## src/rtl/mem_arbiter.sv

```systemverilog
// Single-port memory arbiter: shares one unified memory between fetch and data
// requesters, with data priority that alternates under contention so fetch is never starved.
module mem_arbiter #(
   parameter int ADDR_W = 32,
   parameter int DATA_W = 32
) (
   input  logic              clk,
   input  logic              reset,
   input  logic              ireq,
   input  logic [ADDR_W-1:0] iaddr,
   output logic [DATA_W-1:0] irdata,
   output logic              iready,
   input  logic              dreq,
   input  logic              dwe,
   input  logic [ADDR_W-1:0] daddr,
   input  logic [DATA_W-1:0] dwdata,
   output logic [DATA_W-1:0] drdata,
   output logic              dready,
   output logic              stallf,
   output logic              stallm,
   output logic              mem_req,
   output logic              mem_we,
   output logic [ADDR_W-1:0] mem_addr,
   output logic [DATA_W-1:0] mem_wdata,
   input  logic [DATA_W-1:0] mem_rdata,
   input  logic              mem_ack
);

   typedef enum logic [1:0] {
      IDLE = 2'd0,
      IACC = 2'd1,
      DACC = 2'd2
   } state_t;

   state_t state_r;
   state_t next_state_s;
   logic   last_d_r;
   logic   ack_i_s;
   logic   ack_d_s;
   logic   decide_s;
   logic   i_cand_s;
   logic   d_cand_s;

   // Grant decision: a requester whose access completes this cycle is not a candidate.
   always_comb begin
      next_state_s = state_r;
      ack_i_s      = (state_r == IACC) && mem_ack;
      ack_d_s      = (state_r == DACC) && mem_ack;
      decide_s     = (state_r == IDLE) || ack_i_s || ack_d_s;
      i_cand_s     = ireq && !ack_i_s;
      d_cand_s     = dreq && !ack_d_s;
      if (decide_s) begin
         if (i_cand_s && d_cand_s) begin
            next_state_s = last_d_r ? IACC : DACC;
         end else if (d_cand_s) begin
            next_state_s = DACC;
         end else if (i_cand_s) begin
            next_state_s = IACC;
         end else begin
            next_state_s = IDLE;
         end
      end else begin
         next_state_s = state_r;
      end
   end

   assign stallf = ireq && !iready;
   assign stallm = dreq && !dready;

   // State, memory-side request registers and requester result registers.
   always_ff @(posedge clk) begin
      if (reset) begin
         state_r   <= IDLE;
         last_d_r  <= 1'b0;
         mem_req   <= 1'b0;
         mem_we    <= 1'b0;
         mem_addr  <= {ADDR_W{1'b0}};
         mem_wdata <= {DATA_W{1'b0}};
         irdata    <= {DATA_W{1'b0}};
         drdata    <= {DATA_W{1'b0}};
         iready    <= 1'b0;
         dready    <= 1'b0;
      end else begin
         state_r <= next_state_s;
         iready  <= 1'b0;
         dready  <= 1'b0;
         if (ack_i_s) begin
            irdata   <= mem_rdata;
            iready   <= 1'b1;
            last_d_r <= 1'b0;
         end else if (ack_d_s) begin
            dready   <= 1'b1;
            last_d_r <= 1'b1;
            // Stores complete without touching the load result register.
            if (!mem_we) begin
               drdata <= mem_rdata;
            end
         end
         if (decide_s) begin
            case (next_state_s)
               IACC: begin
                  mem_addr <= iaddr;
                  mem_we   <= 1'b0;
                  mem_req  <= 1'b1;
               end
               DACC: begin
                  mem_addr  <= daddr;
                  mem_we    <= dwe;
                  mem_wdata <= dwdata;
                  mem_req   <= 1'b1;
               end
               default: begin
                  mem_req <= 1'b0;
                  mem_we  <= 1'b0;
               end
            endcase
         end
      end
   end

endmodule

```

## config.mk

```make
export PLATFORM = sky130hd
export DESIGN_NAME = mem_arbiter
export DESIGN_NICKNAME = d
export VERILOG_FILES = /design/src/rtl/mem_arbiter.sv
export SDC_FILE = /design/constraint.sdc
export NUM_CORES = 1
export LEC_CHECK = 0
export CAP_MARGIN = 15
export CORE_MARGIN = 8
export CORE_UTILIZATION = 26
export CTS_BUF_LIST = sky130_fd_sc_hd__clkbuf_16
export DETAILED_ROUTE_END_ITERATION = 16
export PLACE_DENSITY_LB_ADDON = 0.12
export SYNTH_ARGS = -nofsm -noshare
export SYNTH_HDL_FRONTEND = slang
export SYNTH_SLANG_ARGS = --single-unit
```

## constraint.sdc

```tcl
create_clock -name clk -period 6.75 [get_ports clk]
set_input_delay 1.35 -clock clk [delete_from_list [all_inputs] [get_ports clk]]
set_output_delay 1.35 -clock clk [all_outputs]
set_load 0.1 [all_outputs]
```

==> key figures, run 1 <==
Layout
  • Commonest non-fill, non-tap cells in the layout: clkdlybuf4s50_1 (266), dfxtp_1 (135), nand2_1 (68), a21oi_1 (68), nand2b_1 (66)
  • Area Growth Syn to Fin: 61.2%
  • Leading cell type in the layout, fill and taps excluded: clkdlybuf4s50_1
  • Share of cells above drive strength 1: 0.0578
  • Antenna diode count: 0
  • Final net count: 952
  • Non-Filler Instances: 1105

Worst hold path
  • Worst min path class: reg -> reg

Timing
  • Final Hold Vio Count: 0
  • Unrepaired setup endpoints after global routing: no
  • Clock Skew: 0.00808 ns
  • Tcrit/Tclk final: 0.674
  • Minimum clock period: 4.55 ns
  • Setup TNS: 0 ns
  • Slew headroom: 0.303
  • Least-Margin Pin Slew: 1.04 ns
  • Worst setup margin: 2.20 ns
  • Hold Slack: 0.438 ns
  • Final Max Tran Viols: 0
  • Fmax: 220 MHz
  • Setup-failing EPs final: 0

Clock network
  • Root buffer cell: clkbuf_16
  • Post-CTS Resized: 0
  • Setup bufs post-CTS: 0
  • Worst skew pair latency: 0.42 ns
  • Clock Sink Count: 135
  • CTS max path bufs: 2
  • CTS tree: done
  • Register clock-pin slew on the reported worst setup and hold paths: 0.06 ns
  • CTS Hold Bufs: 0
  • Clock buffer count from CTS: 17
  • CTS H-tree lvls: 4

Yosys
  • Syn. warnings: 0
  • Mapped cell area: 5570 um^2
  • Largest family of logic cells by synthesized area: compound AO/OA/AOI/OAI gates
  • Post-synthesis register bit count: 135
  • Compound-gate portion of the synthesized area: 0.185
  • Post-synth cell types: 33
  • Area share of and/or/nand/nor cells after synthesis: 0.141
  • Mux cell area share after synthesis: 0.115
  • XOR/XNOR Fraction of Synth Area: 0
  • Mapped Cells: 577
  • Mapped Nets: 712
  • Synth Area in Adders: 0.00225
  • Post-synthesis sequential area ratio: 0.485
  • Syn avg cell area: 9.66 um^2

Place
  • # port buffers: 267
  • Post-Place Worst Slack: 2.03 ns
  • DP HPWL: 13700 um
  • RD Place Congestion: 0.750
  • Placed Instances: 1073

Routing
  • ANT nets after route: 0
  • Vias: 4980
  • Wirelength, routed: 18900 um
  • WL/cell: 17.1 um
  • DR vias/cell: 4.51
  • Total DRC errors in the routed layout: 0
  • Drt first pass iters: 4
  • 1st-iter DRT viols: 154

Power
  • Pleak: 3.43 nW
  • Max VDD drop: 0.000167 V
  • Cell Pwr Density: 336 nW/um^2

Die
  • Die Ht: 162 um
  • Core ar.: 21000 um^2
  • Die W: 162 um
  • Die area: 26400 um^2
  • Rows: 53
  • Starting Density: 0.265
  • IO Pins: 268

GRT
  • First-pass GRT wire length: 29100 um
  • Peak-usage layer in the global routing report: met2
  • Largest net degree at the start of global routing: 80
  • GRT Util Overall: 0.139
  • Vias in the first global route: 5174
  • Grt ovf: 0
  • Antenna violations before repair: 1
  • Met2 Resource Use GR: 0.223
  • Met1 Use GR: 0.158
  • Met3 Use GR: 0.0700

Outcome
  • Status: complete, no violations

Critical path
  • Crit path max-delay family: buffers and inverters
  • Slowest CP cell: clkdlybuf4s50_1
  • Most numerous cell on the critical path: clkdlybuf4s50_1
  • CP Capture Type: primary output
  • Crit path buffers/inverters: 2
  • Crit-path cells: clkdlybuf4s50_1 > nor2b_1 > clkdlybuf4s50_1
  • Critical path launch point type: input pin
  • Critical path class: in -> out
  • Worst EP arrival: 3.20 ns
  • CP peak stage delay: 1.14 ns
  • Critical Path RT: 5.40 ns
  • Crit-path max FO: 3

Run
  • # Max-Cap Violations: 0
-- routing by layer --
layer  vias to the layer above  wire length (um)
met5                         -                16
met4                         2               179
met3                        13              2040
met2                       177              8680
met1                      2299              8030
li1                       2489                 -
-- sequential cells by signal, summed over array words and instances, names as in the netlist --
| name | flops |
|---|---|
| state_r | 2 |
| iready | 1 |
| last_d_r | 1 |
| drdata | 32 |
| mem_req | 1 |
| mem_addr | 32 |
| mem_we | 1 |
| irdata | 32 |
| dready | 1 |
| mem_wdata | 32 |
-- area by class of cell --
class,count,area (um^2)
Multi-Input combinational cell,357,2480
Inverter,33,124
Sequential cell,135,2700
Fill cell,2036,12000
Timing Repair Buffer,273,2720
Tap cell,275,344
Clock inverter,15,190
Clock buffer,17,425
-- stage by stage --
stage,power (mW),util,area (um^2)
floorplan,1.77,-,5570
global placement,2.06,0.398,8370
detailed placement,2.07,0.398,8370
CTS,3.06,0.427,8980
global route,3.14,0.427,8980
finish,3.02,0.427,8980
-- where the power goes --
group	leakage, nW	internal [mW]	switching [mW]
combinational	2.03	0.308	0.810
sequential	1.10	0.880	0.0467
clock	0.299	0.591	0.382
-- worst register-to-register path, stage by stage (launching register included) --
cell,delay (ns)
dfxtp_1,0.62
nor2b_2,0.13
o211a_1,0.26
a211oi_1,0.23
ha_2,0.22
buf_4,0.45
and3_2,0.96
mux2i_1,0.30
-- cell families after synthesis --
| logic type | Yosys count |
|---|---|
| mux | 64 |
| buf+inv | 85 |
| simple gates | 150 |
| compound gates | 142 |
| fa+ha+maj | 1 |
| flops | 135 |
-- synth_stat cells --
library cell	n	area share
dfxtp_1	135	0.49
a21oi_1	69	0.062
nand2_1	68	0.046
nand2b_1	66	0.074
mux2i_1	64	0.11
inv_1	33	0.022
a22o_1	32	0.050
a41o_1	32	0.057
buf_2	21	0.019
clkbuf_1	18	0.012
buf_4	5	0.0067
buf_6	5	0.010
nor2b_1	4	0.0045
buf_1	3	0.0020
nor2_1	3	0.0020
a21bo_2	2	0.0036
a2111oi_0	1	0.0016
a211oi_1	1	0.0013
a21o_1	1	0.0013
and3_1	1	0.0011
and3b_1	1	0.0016
and4bb_2	1	0.0022
ha_1	1	0.0022
nand2_4	1	0.0020
nand3_1	1	0.00090
nand4_1	1	0.0011
nand4bb_1	1	0.0020
nor2b_2	1	0.0016
nor3_2	1	0.0018
o211a_1	1	0.0018
o21ai_0	1	0.00090
o21bai_4	1	0.0034
o22ai_1	1	0.0011
-- path summary, 6_finish.rpt --
check	cells after the start	start	slack [ns]	end
worst max register to register	7	state_r[0]$_SDFF_PP0_	3.50	mem_wdata[30]$_SDFFE_PP0P_
worst max-delay path	3	ireq	2.20	stallf
worst min-delay path	2	mem_addr[22]$_SDFFE_PP0P_	0.44	mem_addr[22]$_SDFFE_PP0P_
worst min register to register	2	mem_addr[22]$_SDFFE_PP0P_	0.44	mem_addr[22]$_SDFFE_PP0P_
(Power assumes the default switching activity.)
==> run 2, diff against run 1 <==
clock period = 3.6 ns   (was 6.75 ns; I/O delays follow)
==> key figures, run 2 (synthesis results as in run 1) <==
Place
  • Post-Place Worst Slack: 0.416 ns
  • Post-DP Area: 8400 um^2
  • DP HPWL: 13500 um
  • RD Place Congestion: 0.760
  • # port buffers: 267

Clock network
  • Root buffer cell: clkbuf_16
  • Setup bufs post-CTS: 0
  • Clock Sink Count: 135
  • CTS max path bufs: 2
  • Register clock-pin slew on the reported worst setup and hold paths: 0.07 ns
  • Clock buffer count from CTS: 17
  • Post-CTS Resized: 0
  • Worst skew pair latency: 0.41 ns
  • CTS Hold Bufs: 0
  • CTS tree: done
  • CTS H-tree lvls: 4

Critical path
  • Worst reg2reg setup slack: 1.22 ns
  • Crit path max-delay family: buffers and inverters
  • Worst EP arrival: 3.03 ns
  • Worst r2r dst: mem_addr[1]$_SDFFE_PP0P_
  • Crit Reg-Reg Startpoint: state_r[0]$_SDFF_PP0_
  • R2R cell count: 8
  • Crit-path max FO: 33
  • Critical path class: in -> reg
  • Critical path launch point type: input pin
  • CP Capture Type: flop
  • Critical Path RT: 3.89 ns
  • Slowest CP cell: clkdlybuf4s50_1
  • Crit path buffers/inverters: 2
  • Crit-path cells: clkdlybuf4s50_1 > nor2b_2 > o211a_1 > a211oi_1 > ha_2 > buf_12 > mux2i_1 > a41o_1 > a21oi_1
  • CP peak stage delay: 0.55 ns

Routing
  • WL/cell: 16.9 um
  • DR vias/cell: 4.45
  • Drt first pass iters: 4
  • Vias: 4933
  • Wirelength, routed: 18700 um
  • ANT nets after route: 0
  • Total DRC errors in the routed layout: 0
  • 1st-iter DRT viols: 146

Timing
  • Minimum clock period: 2.74 ns
  • Tcrit/Tclk final: 0.762
  • Setup TNS: 0 ns
  • Least-Margin Pin Slew: 1.04 ns
  • Clock Skew: 0.00795 ns
  • Unrepaired setup endpoints after global routing: no
  • Setup-failing EPs final: 0
  • Final Max Tran Viols: 0
  • Final Hold Vio Count: 0
  • Slew headroom: 0.305
  • Worst setup margin: 0.857 ns
  • Fmax: 365 MHz

Worst hold path
  • Hold EP: mem_addr[22]$_SDFFE_PP0P_
  • Worst min path class: reg -> reg
  • Worst hold path depth: 2
  • Hold path startpoint: mem_addr[22]$_SDFFE_PP0P_

GRT
  • Antenna violations before repair: 0
  • Vias in the first global route: 5292
  • Grt ovf: 0
  • GRT Util Overall: 0.139
  • Largest net degree at the start of global routing: 73
  • First-pass GRT wire length: 29000 um

Layout
  • Leading cell type in the layout, fill and taps excluded: clkdlybuf4s50_1
  • Final net count: 955
  • Area of the multi-input gates: 2480 um^2
  • Antenna diode count: 0
  • Share of cells above drive strength 1: 0.0672
  • Commonest non-fill, non-tap cells in the layout: clkdlybuf4s50_1 (262), dfxtp_1 (135), nand2_1 (68), a21oi_1 (68), nand2b_1 (66)
  • Area Growth Syn to Fin: 61.0%
  • Reg area: 2700 um^2
  • Final instance area: 8970 um^2
  • # fillers: 2043

Die
  • Die area: 26400 um^2
  • Starting Density: 0.265
  • Core ar.: 21000 um^2
  • Die Ht: 162 um
  • IO Pins: 268
  • Die W: 162 um
  • Rows: 53

Run
  • # Max-Cap Violations: 0

Power
  • Max VDD drop: 0.000300 V
  • Pleak: 3.43 nW
  • Cell Pwr Density: 616 nW/um^2

Outcome
  • Status: complete, no violations
==> run 2: worst max path at each step <==
| stage | depth (start not counted) | start | end |
|---|---|---|---|
| 2_1_floorplan | 1 | iready$_SDFF_PP0_ | stallf |
| 3_3_place_gp | 9 | mem_ack | mem_addr[26]$_SDFFE_PP0P_ |
| 3_5_place_dp | 9 | mem_ack | mem_addr[26]$_SDFFE_PP0P_ |
| 4_1_cts | 9 | mem_ack | mem_addr[1]$_SDFFE_PP0P_ |
| 5_1_grt | 9 | mem_ack | mem_addr[3]$_SDFFE_PP0P_ |
| 6_report | 9 | mem_ack | mem_addr[1]$_SDFFE_PP0P_ |
==> run 2: final cells by class <==
class	count	area share
Clock buffer	17	0.0474
Clock inverter	15	0.0159
Inverter	33	0.0138
Multi-Input combinational cell	357	0.277
Sequential cell	135	0.301
Tap cell	275	0.0383
Timing Repair Buffer	276	0.307
==> run 2: worst reg2reg max path: stages (launching register included) <==
cell and delay, ns:
dfxtp_1 0.62, nor2b_2 0.13, o211a_1 0.26, a211oi_1 0.23
ha_2 0.25, buf_12 0.25, mux2i_1 0.27, a41o_1 0.20
a21oi_1 0.05
==> run 2: metrics by stage <==
step	power, mW	instances	util	hold WS, ns
after CTS	5.61	1108	0.427	0.442
after detailed placement	3.89	1076	0.400	0.434
final	5.52	1108	0.427	0.441
after global routing	5.76	1108	0.427	0.455
after global placement	3.88	1076	0.400	0.429
after floorplan	3.32	577	-	0.455
==> run 2: layer usage <==
| layer | vias up | GRT usage | part of all wire |
|---|---|---|---|
| met5 | - | 0 | 0 |
| li1 | 2482 | - | - |
| met3 | 18 | 0.0645 | 0.10 |
| met1 | 2251 | 0.158 | 0.42 |
| met4 | 0 | 0.0497 | 0.015 |
| met2 | 182 | 0.226 | 0.46 |
==> run 2: where the power goes <==
part	switching [mW]	internal (mW)	leakage (nW)	total (mW)
Sequential	0.0872	1.65	1.10	1.74
Combinational	1.52	0.590	2.06	2.11
Clock	0.716	0.966	0.269	1.68
